[src/rtl/fpga_test_seq_if.sv]
// Bundle between the test sequencer and its board-side environment:
// pushbutton, DUT/ROM result bytes, index and status outputs.
interface fpga_test_seq_if;
    logic       start;
    logic [7:0] out_test;
    logic [7:0] out_truth;
    logic [2:0] test_i;
    logic [7:0] led;
    logic       busy;
    logic       done;
    logic       all_pass;
    logic [3:0] fail_count;

    modport slave (
        input  start,
        input  out_test,
        input  out_truth,
        output test_i,
        output led,
        output busy,
        output done,
        output all_pass,
        output fail_count
    );

    modport master (
        output start,
        output out_test,
        output out_truth,
        input  test_i,
        input  led,
        input  busy,
        input  done,
        input  all_pass,
        input  fail_count
    );
endinterface

[src/rtl/fpga_test_seq.sv]
// On-board test sequencer: steps a vector index, waits for the DUT to
// settle, compares DUT output against the ROM and latches per-test results.
module fpga_test_seq #(
    parameter int N_TESTS       = 8,
    parameter int SETTLE_CYCLES = 4
) (
    input  logic clk,
    input  logic rst,
    fpga_test_seq_if.slave bus
);

    localparam logic [2:0] LAST_IDX = 3'(N_TESTS - 1);
    localparam logic [3:0] SET_INIT = 4'(SETTLE_CYCLES - 1);
    localparam logic [3:0] FAIL_MAX = 4'd8;

    typedef enum logic [1:0] {
        IDLE,
        SETTLE,
        CHECK,
        DONE
    } state_e;

    state_e     state_q;
    logic       sync1_q;
    logic       sync2_q;
    logic       sync3_q;
    logic [2:0] test_q;
    logic [3:0] cnt_q;
    logic [7:0] led_q;
    logic [3:0] fail_q;
    logic       busy_q;
    logic       done_q;
    logic       pass_q;

    logic       start_edge;
    logic       match;
    logic [3:0] fail_d;

    // Pushbutton is asynchronous: two flops for metastability, third for edge
    always_ff @(posedge clk or posedge rst) begin
        if (rst) begin
            sync1_q <= 1'b0;
            sync2_q <= 1'b0;
            sync3_q <= 1'b0;
        end else begin
            sync1_q <= bus.start;
            sync2_q <= sync1_q;
            sync3_q <= sync2_q;
        end
    end

    assign start_edge = sync2_q & ~sync3_q;
    assign match      = (bus.out_test == bus.out_truth);
    assign fail_d     = (!match && fail_q != FAIL_MAX) ? fail_q + 4'd1
                                                       : fail_q;

    always_ff @(posedge clk or posedge rst) begin
        if (rst) begin
            state_q <= IDLE;
            test_q  <= 3'd0;
            cnt_q   <= 4'd0;
            led_q   <= 8'd0;
            fail_q  <= 4'd0;
            busy_q  <= 1'b0;
            done_q  <= 1'b0;
            pass_q  <= 1'b0;
        end else begin
            unique case (state_q)
                IDLE, DONE: begin
                    if (start_edge) begin
                        state_q <= SETTLE;
                        test_q  <= 3'd0;
                        cnt_q   <= SET_INIT;
                        led_q   <= 8'd0;
                        fail_q  <= 4'd0;
                        busy_q  <= 1'b1;
                        done_q  <= 1'b0;
                        pass_q  <= 1'b0;
                    end
                end
                SETTLE: begin
                    if (cnt_q == 4'd0) begin
                        state_q <= CHECK;
                    end else begin
                        cnt_q <= cnt_q - 4'd1;
                    end
                end
                CHECK: begin
                    led_q[test_q] <= match;
                    fail_q        <= fail_d;
                    // Verdict uses this cycle's count so the last test is included
                    if (test_q == LAST_IDX) begin
                        state_q <= DONE;
                        busy_q  <= 1'b0;
                        done_q  <= 1'b1;
                        pass_q  <= (fail_d == 4'd0);
                    end else begin
                        state_q <= SETTLE;
                        test_q  <= test_q + 3'd1;
                        cnt_q   <= SET_INIT;
                    end
                end
                default: begin
                    state_q <= IDLE;
                end
            endcase
        end
    end

    assign bus.test_i     = test_q;
    assign bus.led        = led_q;
    assign bus.busy       = busy_q;
    assign bus.done       = done_q;
    assign bus.all_pass   = pass_q;
    assign bus.fail_count = fail_q;

endmodule

[src/flat_wrapper.sv]
// flat-port wrapper written by rule: the top's interface ports become plain ports
module fpga_test_seq_flat 
#(
    parameter int N_TESTS       = 8,
    parameter int SETTLE_CYCLES = 4
)
  (clk, rst, bus_start, bus_out_test, bus_out_truth, bus_test_i, bus_led, bus_busy, bus_done, bus_all_pass, bus_fail_count);
  fpga_test_seq_if bus_i ();
  input  logic clk;
  input  logic rst;
  input wire logic [$bits(bus_i.start)-1:0] bus_start;
  input wire logic [$bits(bus_i.out_test)-1:0] bus_out_test;
  input wire logic [$bits(bus_i.out_truth)-1:0] bus_out_truth;
  output wire logic [$bits(bus_i.test_i)-1:0] bus_test_i;
  output wire logic [$bits(bus_i.led)-1:0] bus_led;
  output wire logic [$bits(bus_i.busy)-1:0] bus_busy;
  output wire logic [$bits(bus_i.done)-1:0] bus_done;
  output wire logic [$bits(bus_i.all_pass)-1:0] bus_all_pass;
  output wire logic [$bits(bus_i.fail_count)-1:0] bus_fail_count;
  assign bus_i.start = bus_start;
  assign bus_i.out_test = bus_out_test;
  assign bus_i.out_truth = bus_out_truth;
  assign bus_test_i = bus_i.test_i;
  assign bus_led = bus_i.led;
  assign bus_busy = bus_i.busy;
  assign bus_done = bus_i.done;
  assign bus_all_pass = bus_i.all_pass;
  assign bus_fail_count = bus_i.fail_count;
  fpga_test_seq #(.N_TESTS(N_TESTS), .SETTLE_CYCLES(SETTLE_CYCLES)) u_core (.clk(clk), .rst(rst), .bus(bus_i));
endmodule
[config.mk]
export PLATFORM = sky130hd
export DESIGN_NAME = fpga_test_seq_flat
export DESIGN_NICKNAME = d
export VERILOG_FILES = /design/src/rtl/fpga_test_seq_if.sv /design/src/rtl/fpga_test_seq.sv /design/src/flat_wrapper.sv
export SDC_FILE = /design/constraint.sdc
export NUM_CORES = 1
export LEC_CHECK = 0
export CELL_PAD_IN_SITES_DETAIL_PLACEMENT = 1
export CELL_PAD_IN_SITES_GLOBAL_PLACEMENT = 2
export CORE_ASPECT_RATIO = 1.1
export CORE_UTILIZATION = 30
export DETAILED_ROUTE_END_ITERATION = 16
export PLACE_DENSITY = 0.9
export SYNTH_ARGS = -nofsm -noshare
export SYNTH_HDL_FRONTEND = slang
export SYNTH_SLANG_ARGS = --single-unit
[constraint.sdc]
create_clock -name clk -period 2.4 [get_ports clk]
set_input_delay 0.24 -clock clk [delete_from_list [all_inputs] [get_ports clk]]
set_output_delay 0.24 -clock clk [all_outputs]
set_load 0.005 [all_outputs]
==> impl_metrics.py, run 1 <==
metrics = {
    "outcome": {
        "run_status": "finished, final reports clean",
    },
    "grt": {
        "use_met1": 0.188,
        "largest_net_degree_at_the_start_of_global_routing": 28,
        "grt_util_met3": 0.0141,
        "antenna_violations_before_repair": 0,
        "vias_in_the_first_global_route": 1415,
        "wire_length_of_the_first_global_routing_pass_um": 6290,
        "global_routing_met2_resource_utilization": 0.233,
        "groute.usage.overall": 0.141,
        "gr-max-usage-layer": "met2",
        "overflow": 0,
    },
    "cts": {
        "hold_buffers": 0,
        "clock_tree.htree_level_count": 1,
        "post_cts.resized_instances": 0,
        "path_clk_slew_ns": 0.10,
        "clockBufferDepth": 2,
        "cts_tree": "done",
        "clock_buffer_count_from_cts": 3,
        "cts_post_setup_buffers_inserted": 0,
        "clock_latency_ns": 0.28,
        "cts_root_buf": "sky130_fd_sc_hd__clkbuf_8",
        "cts_sinks": 27,
    },
    "yosys": {
        "ys_ff_latch": 27,
        "synth.mux.area_fraction": 0.0351,
        "synthesis.nets": 199,
        "synth_area_mm2": 0.00160,
        "synthAdderAreaFrac": 0.0703,
        "synth_simple_gate_area_frac": 0.155,
        "post_synth_inst_count": 171,
        "synthesis.yosys.warnings": 0,
        "synth_top_family_by_area": "compound AO/OA/AOI/OAI gates",
        "synth-main-ff-cell": "sky130_fd_sc_hd__dfrtp_1",
        "post_synth_xor_area_fraction": 0.0656,
        "yosysUniqueCellTypes": 42,
        "compound_gate_portion_of_the_synthesized_area": 0.201,
        "synth_enable_flop_cells": 0,
        "synth_seq_area_share": 0.422,
        "postSynth.asyncResetShare": 1.00,
        "postSynthAreaPerCell_um2": 9.37,
    },
    "detailed_routing": {
        "wl_per_cell_um": 13.4,
        "drcViolationCount": 0,
        "routed_wl_um": 3560,
        "via_count": 1346,
        "number_of_antenna_violating_nets_in_the_routed_design": 0,
        "detail_route.vias_per_cell": 5.06,
        "first_iter_violations": 81,
        "drt-pass1-iter-count": 4,
    },
    "pwr": {
        "p_leak_nw": 0.891,
        "irDropWorstVdd_mv": 0.302,
        "combinational_share_of_power": 0.457,
        "clock_power_share": 0.175,
        "switching_share": 0.396,
        "power.total_mw": 1.53,
        "p_int_mw": 0.924,
        "seq_power_share": 0.368,
        "total_switching_power_mw": 0.605,
        "power_density_mw_per_mm2": 731,
    },
    "sta": {
        "setup_viol": 0,
        "layout_min_cycle_time_ns": 1.92,
        "unrepaired_setup_endpoints_after_global_routing": "no",
        "max_freq_mhz": 520,
        "layout_worst_path_cycle_share": 0.802,
        "timing.clock.skew_ns": 0.00950,
        "worst_slack_ns": 0.476,
        "final-max-slew-violation-count": 0,
        "tightest_slew_ns": 0.524,
        "timing.final.hold_violations": 0,
        "worst_hold_margin_ns": 0.318,
        "setup-tns-final_ns": 0,
        "slew-limit-headroom": 0.650,
    },
    "placed_design": {
        "dpl-instance-area_mm2": 0.00204,
        "detailed_place_hpwl_um": 2740,
        "io_buffer_count": 36,
        "dp_cells": 262,
        "routabilityCongestion": 0.743,
        "placement.setup.worst_slack_ns": 0.309,
    },
    "cells_and_area": {
        "final_cell_count_no_fill": 266,
        "final_cell_area_mm2": 0.00209,
        "area_growth_pct": 30.5,
        "final_cell_mix": "36 x sky130_fd_sc_hd__clkdlybuf4s50_1, 27 x sky130_fd_sc_hd__dfrtp_1, 16 x sky130_fd_sc_hd__nand2_1, 14 x sky130_fd_sc_hd__nor2_1",
        "share_of_final_layout_standard_cells_stronger_than_drive_strength_1": 0.0962,
        "antennaDiodeCount": 0,
        "mostFrequentLayoutCell": "sky130_fd_sc_hd__clkdlybuf4s50_1",
        "num-nets-final": 237,
        "final_core_util": 0.413,
    },
    "die": {
        "fp.coreArea_mm2": 0.00507,
        "die_w_um": 71.7,
        "fp-row-count": 27,
        "ioPinCount": 37,
        "die_area_mm2": 0.00564,
        "die_h_um": 78.7,
        "initial_core_util": 0.316,
    },
    "critical_path": {
        "critical-path-max-stage-delay_ns": 0.39,
        "timing.critical_path.to_type": "flop",
        "timing.critical_path.from_type": "flop",
        "timing.critical_path.required_ns": 2.57,
        "arrival_ns": 2.10,
        "crit_type": "flop to flop",
        "timing.critical_path.slowest_stage_cell": "sky130_fd_sc_hd__dfrtp_1",
        "critical_path.cell_chain": "ha_1 -> ha_1 -> nand2_1 -> o211ai_1 -> nor4_1 -> xnor2_1 -> nor2_1",
        "cp_common_cell": "sky130_fd_sc_hd__ha_1",
        "critical_path.max_fanout": 9,
    },
    "job": {
        "drv_cap": 0,
    },
    "hold_path": {
        "path_category_of_the_worst_min_delay_check": "primary input to async pin",
    },
}
## final cells by class
class | count | area [um2]
multi-input cells | 122 | 845
clock buffers | 3 | 41.3
clock inverters | 1 | 7.51
inverters | 14 | 52.6
fillers | 590 | 2980
flip-flops and latches | 27 | 676
well taps | 58 | 72.6
repair buffers | 41 | 398
## final timing paths
kind,start,endpoint,slack [ns],depth (start not counted)
max in group asynchronous,rst,u_core.bus.led[0],1.82,3
max reg2reg,u_core.bus.test_i[0],u_core.cnt_q[3],0.48,7
min reg2reg,u_core.sync1_q,u_core.sync2_q,0.36,0
max,u_core.bus.test_i[0],u_core.cnt_q[3],0.48,7
min,rst,u_core.cnt_q[2],0.32,3
min in group clk,u_core.sync1_q,u_core.sync2_q,0.36,0
## synthesized netlist by cell type (2+ instances only)
master / count / area share
sky130_fd_sc_hd__inv_1: 13 / 0.030
sky130_fd_sc_hd__mux2i_1: 3 / 0.019
sky130_fd_sc_hd__nor4_2: 2 / 0.016
sky130_fd_sc_hd__o31ai_2: 2 / 0.016
sky130_fd_sc_hd__xnor2_1: 3 / 0.016
sky130_fd_sc_hd__o22ai_1: 3 / 0.012
sky130_fd_sc_hd__o21ai_1: 13 / 0.041
sky130_fd_sc_hd__nand2b_1: 3 / 0.012
sky130_fd_sc_hd__xor2_1: 9 / 0.049
sky130_fd_sc_hd__o21ai_0: 4 / 0.012
sky130_fd_sc_hd__ha_1: 9 / 0.070
sky130_fd_sc_hd__a211oi_1: 2 / 0.0094
sky130_fd_sc_hd__or3_4: 2 / 0.014
sky130_fd_sc_hd__clkbuf_1: 8 / 0.019
sky130_fd_sc_hd__a31oi_1: 2 / 0.0078
sky130_fd_sc_hd__nor2_1: 14 / 0.033
sky130_fd_sc_hd__nand2_1: 16 / 0.037
sky130_fd_sc_hd__a21oi_1: 8 / 0.025
sky130_fd_sc_hd__o211ai_1: 2 / 0.0094
sky130_fd_sc_hd__a22o_1: 2 / 0.011
sky130_fd_sc_hd__a21o_1: 2 / 0.0094
sky130_fd_sc_hd__nor2b_1: 3 / 0.012
sky130_fd_sc_hd__dfrtp_1: 27 / 0.42
## flip-flops by register name (all words and copies together) (netlist names), 2 cells and up
signal,count
u_core.bus.fail_count,4
u_core.bus.led,8
u_core.bus.test_i,3
u_core.cnt_q,4
u_core.state_q,2
## layer usage
metal  up-vias  part of all wire
met5         -                 0
met4         0             0.011
met3         2             0.038
met2        36              0.49
met1       642              0.46
li1        666                 -
## power by group through the flow
stage          Clock, mW  Sequential (mW)  Combinational [mW]
6_report           0.268            0.563               0.698
4_1_cts            0.279            0.564               0.713
3_5_place_dp           0            0.573               0.705
5_1_grt            0.290            0.569               0.791
3_3_place_gp           0            0.568               0.690
2_1_floorplan          0            0.560               0.499
## critical path, delay by kind of cell, from the launching register on
family	cells	cell delay, ns
xor+xnor	1	0.16
compound gates	1	0.23
fa+ha+maj	2	0.50
simple gates	3	0.54
flops	1	0.39
## cell families (layout without fill, tap and decap cells)
| group | after synthesis | after routing |
|---|---|---|
| muxes | 5 | 5 |
| AOI/OAI and AO/OA | 48 | 48 |
| adders and majority gates | 9 | 9 |
| xor gates and xnor gates | 12 | 12 |
| DFF | 27 | 27 |
| buffers and inverters | 22 | 59 |
| and+or+nand+nor | 48 | 48 |
(Power assumes the default switching activity.)
==> inputs of run 2 (changes only) <==
- CORE_UTILIZATION: 30 -> 27
- PLACE_DENSITY: 0.9 -> 0.86
- clock period: 2.4 -> 1.6 ns (I/O delays scaled with it)
==> impl_metrics.py, run 2 (synthesis gave the netlist of run 1 again) <==
metrics = {
    "sta": {
        "timing.clock.skew_ns": 0.00225,
        "max_freq_mhz": 584,
        "final-max-slew-violation-count": 0,
        "unrepaired_setup_endpoints_after_global_routing": "yes",
        "timing.final.hold_violations": 0,
        "layout_worst_path_cycle_share": 1.07,
        "worst_slack_ns": -0.112,
        "setup_viol": 5,
        "tightest_slew_ns": 0.411,
        "slew-limit-headroom": 0.724,
        "layout_min_cycle_time_ns": 1.71,
    },
    "outcome": {
        "violated_checks": "negative setup slack",
        "run_status": "finished, violations left",
    },
    "pwr": {
        "p_int_mw": 1.75,
        "power_density_mw_per_mm2": 1130,
        "p_leak_nw": 1.17,
        "combinational_share_of_power": 0.572,
        "clock_power_share": 0.136,
        "switching_share": 0.391,
        "seq_power_share": 0.293,
        "irDropWorstVdd_mv": 0.575,
        "total_switching_power_mw": 1.12,
        "power.total_mw": 2.88,
    },
    "critical_path": {
        "arrival_ns": 1.89,
        "critical_path.cell_chain": "buf_6 -> or4_4 -> mux2_4 -> o41ai_2",
        "critical-path-max-stage-delay_ns": 0.51,
        "critical_path.max_fanout": 3,
        "worst_r2r_endpoint": "u_core.bus.all_pass",
        "r2r.worst_path.cells": 4,
        "cp.depth": 4,
        "critical_path_buf_inv_count": 1,
        "timing.critical_path.to_type": "flop",
        "cpLargestDelayFamily": "simple AND/OR/NAND/NOR gates",
        "worstReg2RegStart": "u_core.bus.fail_count[0]",
        "regToRegSetupSlack_ns": -0.11,
        "startpoint": "u_core.bus.fail_count[0]",
        "timing.critical_path.required_ns": 1.78,
        "critical_path.endpoint": "u_core.bus.all_pass",
        "timing.critical_path.slowest_stage_cell": "sky130_fd_sc_hd__or4_4",
        "timing.critical_path.from_type": "flop",
        "crit_type": "flop to flop",
    },
    "cts": {
        "clock_latency_ns": 0.27,
        "clock_buffer_count_from_cts": 3,
        "clock_tree.htree_level_count": 1,
        "hold_buffers": 0,
        "cts_root_buf": "sky130_fd_sc_hd__clkbuf_8",
        "cts_tree": "done",
        "cts_sinks": 27,
        "path_clk_slew_ns": 0.09,
        "clockBufferDepth": 2,
    },
    "cells_and_area": {
        "share_of_final_layout_standard_cells_stronger_than_drive_strength_1": 0.340,
        "antennaDiodeCount": 0,
        "area.sequential_um2": 678,
        "final_cell_mix": "38 x sky130_fd_sc_hd__buf_4, 25 x sky130_fd_sc_hd__dfrtp_1, 20 x sky130_fd_sc_hd__clkdlybuf4s50_1, 13 x sky130_fd_sc_hd__o21ai_1, 13 x sky130_fd_sc_hd__nand2_1",
        "filler_cells_inserted": 678,
        "multi_input_combinational_cell_area_um2": 993,
        "largest_register_ff_count": 8,
        "area_growth_pct": 59.0,
        "final_cell_area_mm2": 0.00255,
        "mostFrequentLayoutCell": "sky130_fd_sc_hd__buf_4",
        "num-nets-final": 273,
    },
    "die": {
        "die_area_mm2": 0.00625,
        "die_w_um": 75.5,
        "ioPinCount": 37,
        "fp-row-count": 29,
        "initial_core_util": 0.280,
        "fp.coreArea_mm2": 0.00573,
        "die_h_um": 82.8,
    },
    "placed_design": {
        "detailed_place_hpwl_um": 3410,
        "routabilityCongestion": 0.768,
        "io_buffer_count": 36,
        "dpl-instance-area_mm2": 0.00229,
    },
    "grt": {
        "largest_net_degree_at_the_start_of_global_routing": 28,
        "overflow": 0,
        "vias_in_the_first_global_route": 1616,
        "groute.usage.overall": 0.153,
        "antenna_violations_before_repair": 0,
        "wire_length_of_the_first_global_routing_pass_um": 7540,
    },
    "detailed_routing": {
        "detail_route.vias_per_cell": 4.74,
        "routed-wl-met3_um": 94,
        "routed_wl_um": 4760,
        "met2WireLength_um": 2690,
        "number_of_antenna_violating_nets_in_the_routed_design": 0,
        "drcViolationCount": 0,
        "first_iter_violations": 49,
        "dr.max_layer_used": "met4",
        "wl_per_cell_um": 14.8,
        "route.layer.met1.wl_um": 1930,
        "via_count": 1522,
        "drt-pass1-iter-count": 3,
    },
    "hold_path": {
        "path_category_of_the_worst_min_delay_check": "primary input to async pin",
    },
    "job": {
        "drv_cap": 0,
    },
}
==> run 2: stage by stage <==
step / TNS, ns / cells / setup slack [ns] / utilization / hold WS, ns
floorplan: -0.170 / 171 / -0.170 / - / 0.191
detailed placement: -4.48 / 307 / -0.433 / 0.400 / 0.343
global route: -0.743 / 321 / -0.173 / 0.445 / 0.303
CTS: -0.144 / 316 / -0.108 / 0.423 / 0.263
global placement: -3.76 / 307 / -0.366 / 0.400 / 0.336
finish: -0.223 / 321 / -0.112 / 0.445 / 0.250
==> run 2: layer usage <==
layer	vias to the layer above	GRT usage
met5	-	0
met4	0	0.0202
met3	6	0.0255
met2	17	0.280
met1	759	0.188
li1	740	-
==> run 2: timing repair <==
item / 4_1_cts / 5_1_grt
setup buffers: 5 / 6
gates resized for setup: 28 / 21
pin swaps: 18 / 9
endpoints found under the setup margin: 15 / 17
gates cloned: 0 / 0
==> run 2: power by group through the flow <==
stage                     registers, mW  logic (mW)  clock network, mW
after global placement            0.838        1.31                  0
after floorplan                   0.841       0.775                  0
after detailed placement          0.842        1.35                  0
after global routing              0.854        1.80              0.432
after CTS                         0.838        1.44              0.406
final                             0.843        1.64              0.390
==> run 2: area by class of cell <==
class                      count  area share
inverter                      14      0.0216
tap                           77      0.0378
sequential                    27       0.266
multi-input combinational    122       0.390
clock buffer                   4      0.0177
timing repair buffer          77       0.267
==> run 2: worst min path at each step <==
stage / startpoint / end / depth (start not counted)
2_1_floorplan: bus_start / u_core.sync1_q / 0
6_report: rst / u_core.bus.test_i[1] / 3
3_5_place_dp: u_core.sync1_q / u_core.sync2_q / 0
3_3_place_gp: u_core.sync1_q / u_core.sync2_q / 0
4_1_cts: rst / u_core.bus.busy / 3
5_1_grt: rst / u_core.bus.led[1] / 3
==> run 2: worst reg2reg max path: stages, from the launching register on <==
cell	delay, ns
sky130_fd_sc_hd__dfrtp_1	0.41
sky130_fd_sc_hd__buf_6	0.14
sky130_fd_sc_hd__or4_4	0.51
sky130_fd_sc_hd__mux2_4	0.29
sky130_fd_sc_hd__o41ai_2	0.26
==> inputs of run 3 (changes only) <==
- CORE_UTILIZATION: 27 -> 30
- PLACE_DENSITY: 0.86 -> 0.9
- SKIP_LAST_GASP: default -> 1
- clock period: 1.6 -> 1.93 ns (I/O delays scaled with it)
==> impl_metrics.py, run 3 (synthesis gave the netlist of run 1 again) <==
metrics = {
    "cells_and_area": {
        "num-nets-final": 245,
        "final_cell_area_mm2": 0.00215,
        "multi_input_combinational_cell_area_um2": 847,
        "largest_register_ff_count": 8,
        "share_of_final_layout_standard_cells_stronger_than_drive_strength_1": 0.130,
        "final_core_util": 0.424,
        "antennaDiodeCount": 0,
        "area_growth_pct": 34.2,
        "area.sequential_um2": 676,
        "filler_cells_inserted": 586,
        "mostFrequentLayoutCell": "sky130_fd_sc_hd__clkdlybuf4s50_1",
        "final_cell_mix": "36 x sky130_fd_sc_hd__clkdlybuf4s50_1, 27 x sky130_fd_sc_hd__dfrtp_1, 16 x sky130_fd_sc_hd__nand2_1, 14 x sky130_fd_sc_hd__nor2_1",
    },
    "placed_design": {
        "detailed_place_hpwl_um": 2920,
        "placement.setup.worst_slack_ns": -0.132,
        "dpl-instance-area_mm2": 0.00210,
        "routabilityCongestion": 0.791,
        "io_buffer_count": 36,
    },
    "sta": {
        "unrepaired_setup_endpoints_after_global_routing": "no",
        "setup_viol": 0,
        "tightest_slew_ns": 0.464,
        "timing.final.hold_violations": 0,
        "layout_min_cycle_time_ns": 1.81,
        "final-max-slew-violation-count": 0,
        "slew-limit-headroom": 0.690,
        "timing.clock.skew_ns": 0.00371,
        "worst_slack_ns": 0.125,
        "worst_hold_margin_ns": 0.284,
        "max_freq_mhz": 554,
        "layout_worst_path_cycle_share": 0.935,
    },
    "pwr": {
        "power_density_mw_per_mm2": 903,
        "irDropWorstVdd_mv": 0.363,
        "p_int_mw": 1.19,
        "seq_power_share": 0.359,
        "clock_power_share": 0.163,
        "p_leak_nw": 0.930,
        "total_switching_power_mw": 0.751,
        "switching_share": 0.387,
        "power.total_mw": 1.94,
        "combinational_share_of_power": 0.478,
    },
    "die": {
        "fp.coreArea_mm2": 0.00507,
        "fp-row-count": 27,
        "die_h_um": 78.7,
        "die_area_mm2": 0.00564,
        "ioPinCount": 37,
        "initial_core_util": 0.316,
        "die_w_um": 71.7,
    },
    "critical_path": {
        "critical_path.max_fanout": 6,
        "crit_type": "flop to flop",
        "timing.critical_path.to_type": "flop",
        "regToRegSetupSlack_ns": 0.12,
        "r2r.worst_path.cells": 7,
        "startpoint": "u_core.bus.fail_count[0]",
        "worstReg2RegStart": "u_core.bus.fail_count[0]",
        "cp.depth": 7,
        "critical_path.cell_chain": "inv_1 -> ha_1 -> a211oi_1 -> a41oi_1 -> o22a_1 -> o31a_1 -> o41ai_2",
        "arrival_ns": 1.98,
        "timing.critical_path.required_ns": 2.10,
        "critical_path.endpoint": "u_core.bus.all_pass",
        "critical-path-max-stage-delay_ns": 0.46,
        "critical_path_buf_inv_count": 1,
        "timing.critical_path.from_type": "flop",
        "worst_r2r_endpoint": "u_core.bus.all_pass",
        "timing.critical_path.slowest_stage_cell": "sky130_fd_sc_hd__dfrtp_1",
        "cpLargestDelayFamily": "compound AO/OA/AOI/OAI gates",
    },
    "grt": {
        "vias_in_the_first_global_route": 1481,
        "wire_length_of_the_first_global_routing_pass_um": 6640,
        "antenna_violations_before_repair": 0,
        "groute.usage.overall": 0.147,
        "overflow": 0,
        "largest_net_degree_at_the_start_of_global_routing": 28,
    },
    "cts": {
        "path_clk_slew_ns": 0.09,
        "cts_sinks": 27,
        "cts_tree": "done",
        "clock_buffer_count_from_cts": 3,
        "cts_post_setup_buffers_inserted": 0,
        "hold_buffers": 0,
        "clockBufferDepth": 2,
        "cts_root_buf": "sky130_fd_sc_hd__clkbuf_8",
        "clock_latency_ns": 0.27,
        "clock_tree.htree_level_count": 1,
        "post_cts.resized_instances": 0,
    },
    "job": {
        "drv_cap": 0,
    },
    "detailed_routing": {
        "drcViolationCount": 0,
        "first_iter_violations": 58,
        "number_of_antenna_violating_nets_in_the_routed_design": 0,
        "wl_per_cell_um": 13.7,
        "routed_wl_um": 3740,
        "drt-pass1-iter-count": 4,
        "detail_route.vias_per_cell": 5.16,
        "via_count": 1415,
    },
    "hold_path": {
        "path_category_of_the_worst_min_delay_check": "primary input to async pin",
    },
    "outcome": {
        "run_status": "finished, final reports clean",
    },
}
[run 3: worst reg2reg max path, stage by stage, from the launching register on]
cell	delay (ns)
sky130_fd_sc_hd__dfrtp_1	0.46
sky130_fd_sc_hd__inv_1	0.11
sky130_fd_sc_hd__ha_1	0.34
sky130_fd_sc_hd__a211oi_1	0.19
sky130_fd_sc_hd__a41oi_1	0.07
sky130_fd_sc_hd__o22a_1	0.21
sky130_fd_sc_hd__o31a_1	0.12
sky130_fd_sc_hd__o41ai_2	0.20
[run 3: worst min path at each step]
stage	from	to	slack, ns	depth (start not counted)
after floorplan	bus_start	u_core.sync1_q	0.22	0
after global placement	u_core.sync1_q	u_core.sync2_q	0.34	0
after detailed placement	u_core.sync1_q	u_core.sync2_q	0.34	0
after CTS	rst	u_core.bus.test_i[2]	0.30	3
after global routing	rst	u_core.bus.busy	0.34	3
final	rst	u_core.cnt_q[2]	0.28	3
[run 3: layer usage]
metal,share of wire,track usage
met1,0.45,0.189
met2,0.51,0.256
met3,0.028,0.0167
met4,0.013,0.0471
met5,0,0
[run 3: metrics by stage]
step	instances	TNS, ns
4_1_cts	274	0
6_report	274	0
5_1_grt	274	0
3_5_place_dp	270	-0.719
3_3_place_gp	270	-0.0149
2_1_floorplan	171	0
[run 3: final cells by class]
cell class / instances / area share
clock buffer: 4 / 0.0209
inverter: 14 / 0.0244
multi-input combinational: 122 / 0.394
sequential: 27 / 0.314
tap: 58 / 0.0337
timing repair buffer: 49 / 0.213
[run 3: power by group through the flow]
stage,logic (mW),clock network [mW],registers [mW]
finish,0.928,0.317,0.697
global route,1.04,0.353,0.707
CTS,0.940,0.334,0.698
detailed placement,0.934,0,0.708
global placement,0.904,0,0.705
floorplan,0.620,0,0.697
